<file path="config.mk">
export PLATFORM = sky130hd
export DESIGN_NAME = nasti_stream_mover_arbiter
export DESIGN_NICKNAME = d
export VERILOG_FILES = /design/src/rtl/nasti_stream_mover_arbiter.sv
export SDC_FILE = /design/constraint.sdc
export NUM_CORES = 1
export LEC_CHECK = 0
export ABC_AREA = 1
export BUFFER_PORTS_ARGS = -buffer_cell sky130_fd_sc_hd__buf_4
export CORE_AREA = 10 10 248 250
export CTS_CLUSTER_DIAMETER = 30
export DETAILED_ROUTE_END_ITERATION = 10
export DIE_AREA = 0 0 258 260
export PLACE_DENSITY_LB_ADDON = 0.05
export SYNTH_ARGS = -nofsm -noshare
export SYNTH_HDL_FRONTEND = slang
export SYNTH_SLANG_ARGS = --single-unit
export TNS_END_PERCENT = 1
</file>
<file path="constraint.sdc">
create_clock -name aclk -period 3.57 [get_ports aclk]
set_clock_uncertainty 0.05 [all_clocks]
set_input_delay 0 -clock aclk [delete_from_list [all_inputs] [get_ports aclk]]
set_output_delay 0 -clock aclk [all_outputs]
set_load 0.01 [all_outputs]
</file>
<file path="src/rtl/nasti_stream_mover_arbiter.sv">
// nasti_stream_mover_arbiter: round-robin sharing of one NASTI->NASTI-Stream mover between NUM_REQ requesters.
// Build option STREAM_MOVER_ARB_STATS_EN adds the stat_xfers/stat_bytes completion counters.
//
//  state | meaning
//  IDLE  | arbitrate; the round-robin winner is accepted this cycle
//  ISSUE | m_valid held with latched m_src/m_len until the mover takes it
//  WAIT  | mover busy; wait for m_ready to return high
//  DONE  | done pulse to the owner; rr pointer moves to the owner
module nasti_stream_mover_arbiter #(
  parameter int NUM_REQ    = 4,
  parameter int ADDR_WIDTH = 64,
  parameter int DATA_WIDTH = 64
) (
  input  logic                          aclk,
  input  logic                          aresetn,
  input  logic [NUM_REQ-1:0]            req_valid,
  output logic [NUM_REQ-1:0]            req_ready,
  input  logic [NUM_REQ*ADDR_WIDTH-1:0] req_src,
  input  logic [NUM_REQ*ADDR_WIDTH-1:0] req_len,
  output logic [NUM_REQ-1:0]            done,
  output logic                          busy,
  output logic [$clog2(NUM_REQ)-1:0]    grant_id,
  output logic [ADDR_WIDTH-1:0]         m_src,
  output logic [ADDR_WIDTH-1:0]         m_len,
  output logic                          m_valid,
  input  logic                          m_ready
`ifdef STREAM_MOVER_ARB_STATS_EN
  ,
  output logic [31:0]                   stat_xfers,
  output logic [63:0]                   stat_bytes
`endif
);

  localparam int IDW        = $clog2(NUM_REQ);
  localparam int ADDR_SHIFT = $clog2(DATA_WIDTH / 8);
  localparam logic [ADDR_WIDTH-1:0] BEAT_MASK = {ADDR_WIDTH{1'b1}} << ADDR_SHIFT;

  typedef enum logic [1:0] {S_IDLE, S_ISSUE, S_WAIT, S_DONE} state_t;

  state_t                  state_q, state_d;
  logic [IDW-1:0]          last_q, last_d;
  logic [IDW-1:0]          grant_q, grant_d;
  logic [ADDR_WIDTH-1:0]   src_q, src_d;
  logic [ADDR_WIDTH-1:0]   len_q, len_d;
  logic                    mvalid_q, mvalid_d;
  logic [NUM_REQ-1:0]      done_q, done_d;

  logic [ADDR_WIDTH-1:0]   src_arr [NUM_REQ];
  logic [ADDR_WIDTH-1:0]   len_arr [NUM_REQ];
  logic                    win_found;
  logic [IDW-1:0]          win_id;
  logic [IDW-1:0]          cand;

  // Beat-align at the input so the mover never sees a partial beat.
  always_comb begin
    for (int i = 0; i < NUM_REQ; i++) begin
      src_arr[i] = req_src[i*ADDR_WIDTH +: ADDR_WIDTH] & BEAT_MASK;
      len_arr[i] = req_len[i*ADDR_WIDTH +: ADDR_WIDTH] & BEAT_MASK;
    end
  end

  always_comb begin
    win_found = 1'b0;
    win_id    = '0;
    cand      = '0;
    for (int k = 1; k <= NUM_REQ; k++) begin
      cand = IDW'((int'(last_q) + k) % NUM_REQ);
      if (!win_found && req_valid[cand]) begin
        win_found = 1'b1;
        win_id    = cand;
      end
    end
  end

  always_comb begin
    state_d   = state_q;
    last_d    = last_q;
    grant_d   = grant_q;
    src_d     = src_q;
    len_d     = len_q;
    mvalid_d  = mvalid_q;
    done_d    = '0;
    req_ready = '0;
    case (state_q)
      S_IDLE: begin
        if (win_found) begin
          req_ready[win_id] = 1'b1;
          grant_d           = win_id;
          src_d             = src_arr[win_id];
          len_d             = len_arr[win_id];
          if (len_arr[win_id] == '0) begin
            state_d        = S_DONE;
            done_d[win_id] = 1'b1;
          end else begin
            state_d  = S_ISSUE;
            mvalid_d = 1'b1;
          end
        end
      end
      S_ISSUE: begin
        if (m_ready) begin
          mvalid_d = 1'b0;
          state_d  = S_WAIT;
        end
      end
      S_WAIT: begin
        if (m_ready) begin
          state_d         = S_DONE;
          done_d[grant_q] = 1'b1;
        end
      end
      S_DONE: begin
        last_d  = grant_q;
        state_d = S_IDLE;
      end
      default: state_d = S_IDLE;
    endcase
  end

  always_ff @(posedge aclk or negedge aresetn) begin
    if (!aresetn) begin
      state_q  <= S_IDLE;
      last_q   <= IDW'(NUM_REQ - 1);
      grant_q  <= '0;
      src_q    <= '0;
      len_q    <= '0;
      mvalid_q <= 1'b0;
      done_q   <= '0;
    end else begin
      state_q  <= state_d;
      last_q   <= last_d;
      grant_q  <= grant_d;
      src_q    <= src_d;
      len_q    <= len_d;
      mvalid_q <= mvalid_d;
      done_q   <= done_d;
    end
  end

  assign m_src    = src_q;
  assign m_len    = len_q;
  assign m_valid  = mvalid_q;
  assign done     = done_q;
  assign grant_id = grant_q;
  assign busy     = (state_q != S_IDLE);

`ifdef STREAM_MOVER_ARB_STATS_EN
  logic [31:0] xfers_q, xfers_d;
  logic [63:0] bytes_q, bytes_d;

  // Zero-length requests bypass the mover and are not counted.
  always_comb begin
    xfers_d = xfers_q;
    bytes_d = bytes_q;
    if (state_q == S_DONE && len_q != '0) begin
      xfers_d = xfers_q + 32'd1;
      bytes_d = bytes_q + 64'(len_q);
    end
  end

  always_ff @(posedge aclk or negedge aresetn) begin
    if (!aresetn) begin
      xfers_q <= '0;
      bytes_q <= '0;
    end else begin
      xfers_q <= xfers_d;
      bytes_q <= bytes_d;
    end
  end

  assign stat_xfers = xfers_q;
  assign stat_bytes = bytes_q;
`endif

endmodule
</file>
==> impl_metrics.yaml <==
yosys:
  syn-instance-count: 1459
  ys_seq_elements: 133
  synth_edf_count: 0
  synth-async-reset-ratio_pct: 100
  synth.distinct_cells: 27
  synth_warnings: 0
  synthesis.area_um2: 9090
  synth_flop_cell: "dfrtp_1"
  seq_area_frac_synth_pct: 36.6
  syn_avg_cell_area_um2: 6.23
power_and_ir_drop:
  internal_power_uw: 10200
  power_density_nw_per_um2: 1060
  p_clk_share_pct: 8.9
  switching_share_pct: 51.8
  seq_power_share_pct: 13.1
  p_switching_uw: 11000
  p_leak_uw: 0.00984
  total_power_uw: 21300
  max-vdd-ir-drop_v: 0.000567
  power_frac_comb_pct: 78.0
critical_path:
  crit_start: "last_q[0]"
  path_class: "reg -> reg"
  required_ns: 3.92
  arrival_ns: 3.72
  endpoint_kind: "register"
  r2r_start: "last_q[0]"
  cp-start-kind: "register"
  crit_fanout: 38
cts:
  cts_tree: "built"
  clockBufferDepth: 2
  htree_levels: 4
  cts_buffers: 17
  worstSkewPairLatency_ns: 0.48
  cts_root_buf: "clkbuf_16"
  clkSinkCount: 133
  clkTransAtPathRegs_ns: 0.06
job:
  cap_viol_max_count: 0
drt:
  first_iter_violations: 858
  wl_per_cell_um: 21.5
  wl_um: 70400
  drc: 0
  ant_nets: 0
  avgViaCountPerCell: 4.30
  vias: 14079
  drtPass1Iterations: 6
hold_path:
  hp-class: "in -> async"
layout:
  area_growth_pct: 121
  drive_gt1_share_pct: 28.8
  fin_nets: 3027
  final_core_util_pct: 35.8
timing:
  worstMarginPinSlew_ns: 0.763
  fin_crit_sh_pct: 94.2
  slew_headroom_pct: 49.1
  hold_viol_final: 0
  tns_ns: 0
  fmax_ghz: 0.297
  hold-worst-slack_ns: 0.0377
  finalCriticalPeriod_ns: 3.36
  setup_slack_ns: 0.206
  finalSetupViolCount: 0
  maxSlewViolCount: 0
global_route:
  grt_max_degree: 104
  grt_use_met2_pct: 34.9
  grtUsageMet3_pct: 6.08
  grt_first_pass_wirelength_um: 100000
  antenna_found_initial: 11
  grt_overflow: 0
  grt-busiest-layer: "met2"
  grt_pass1_vias: 15047
  gr-usage-met1_pct: 23.1
  grt_use_total_pct: 20.0
placed_design:
  io_buffer_count: 628
  gp_congestion: 0.885
  pre_cts_ws_ns: -0.199
  post-dp-hpwl_um: 53700
floorplan:
  dieArea_um2: 67100
  core_um2: 56300
  placementRows: 87
  start_util_pct: 16.2
  die_h_um: 260
  die_w_um: 258
  io_pins: 659
outcome:
  status: "complete, no violations"
[what timing repair did]
action | in CTS | in global routing
setup buffers | 0 | 7
gates resized for setup | 3 | 17
endpoints found under the hold margin | 190 | 0
pin swaps | 1 | 5
hold buffers | 464 | 0
gates cloned | 0 | 2
setup endpoints to repair | 6 | 23
[metrics by stage]
stage,instances,cell area (um^2)
final,3276,20100
after global routing,3276,20100
after CTS,3264,20000
after detailed placement,2768,14700
after global placement,2768,14700
after floorplan,1464,9110
[synthesized netlist by cell type, types with 3 or more instances]
library cell | n | area (um^2)
nor2_2 | 3 | 18.8
nand2_1 | 757 | 2840
buf_4 | 8 | 60.1
a21oi_1 | 3 | 15.0
nand3_1 | 128 | 641
o21ai_0 | 16 | 80.1
a22oi_1 | 42 | 315
inv_2 | 6 | 22.5
inv_1 | 12 | 45.0
buf_1 | 12 | 45.0
nor2_1 | 120 | 450
o31ai_1 | 4 | 30.0
a31oi_1 | 70 | 438
dfrtp_1 | 131 | 3280
nand2_2 | 5 | 31.3
buf_2 | 15 | 75.1
clkbuf_1 | 69 | 259
nand4_1 | 43 | 269
ha_1 | 4 | 50.1
[metal layers]
layer	share of wire [%]	vias up
met2	50	492
met1	40	6638
met3	6.8	70
li1	-	6867
met5	0.12	-
met4	2.2	12
[state kept, by name (all words and copies together) (netlist names)]
name      cells
done          4
state_q       2
m_len        61
last_q        2
m_valid       1
grant_id      2
m_src        61
[placed cells by master, fill, tap and decap left out, drive strengths merged]
master       instances
nand3              130
a31oi               70
o21ai               16
a22oi               42
dfstp                2
nor3                 1
o31ai                4
buf                661
dlygate4sd3        464
inv                 18
diode                3
nand2              762
o22ai                1
clkinv               9
a21oi                3
clkbuf              20
dfrtp              131
ha                   4
bufinv               3
clkinvlp             2
nor2               124
conb                 6
a21boi               1
nand4               43
[critical path, cell delays in order (launching register included)]
cell           delay, ns
dfstp_2             0.56
inv_2               0.10
nand2_1             0.07
nand2_1             0.08
nand2_1             0.11
nand2_2             0.08
nor2_2              0.14
nand3_4             0.13
nand2_4             0.14
nand2_8             0.12
nor2_4              0.12
buf_12              0.17
buf_4               0.41
a22oi_1             0.18
dlygate4sd3_1       0.61
a31oi_1             0.17
[cell families after synthesis]
family	after synthesis	synth area share [%]
compound gates	137	9.81
fa+ha+maj	4	0.550
buf+inv	124	5.82
flops	133	36.6
other cells	1	0.0412
simple gates	1060	47.2
[power by group through the flow]
stage / combinational [uW] / clock [uW] / sequential [uW]
5_1_grt: 18300 / 2040 / 2880
3_3_place_gp: 14100 / 0 / 2770
4_1_cts: 16500 / 1980 / 2790
6_report: 16600 / 1890 / 2780
2_1_floorplan: 7620 / 0 / 3060
3_5_place_dp: 14000 / 0 / 2790
[final timing paths]
check	to	slack, ns	cells past startpoint
max in group asynchronous	last_q[0]	2.41	3
min	m_len[30]	0.04	2
max reg2reg	m_src[6]	0.21	15
min in group aclk	done[1]	0.16	10
max	m_src[6]	0.21	15
min reg2reg	m_src[20]	0.43	2
[final cells by class]
type | instances | area, um^2
diodes | 3 | 7.51
clock buffers | 18 | 429
clock inverters | 14 | 161
fillers | 6091 | 36100
inverters | 18 | 72.6
multi-input cells | 1207 | 5370
flip-flops and latches | 133 | 3330
well taps | 756 | 946
repair buffers | 1127 | 9820
Note: power is estimated with default switching activity, not from simulation.
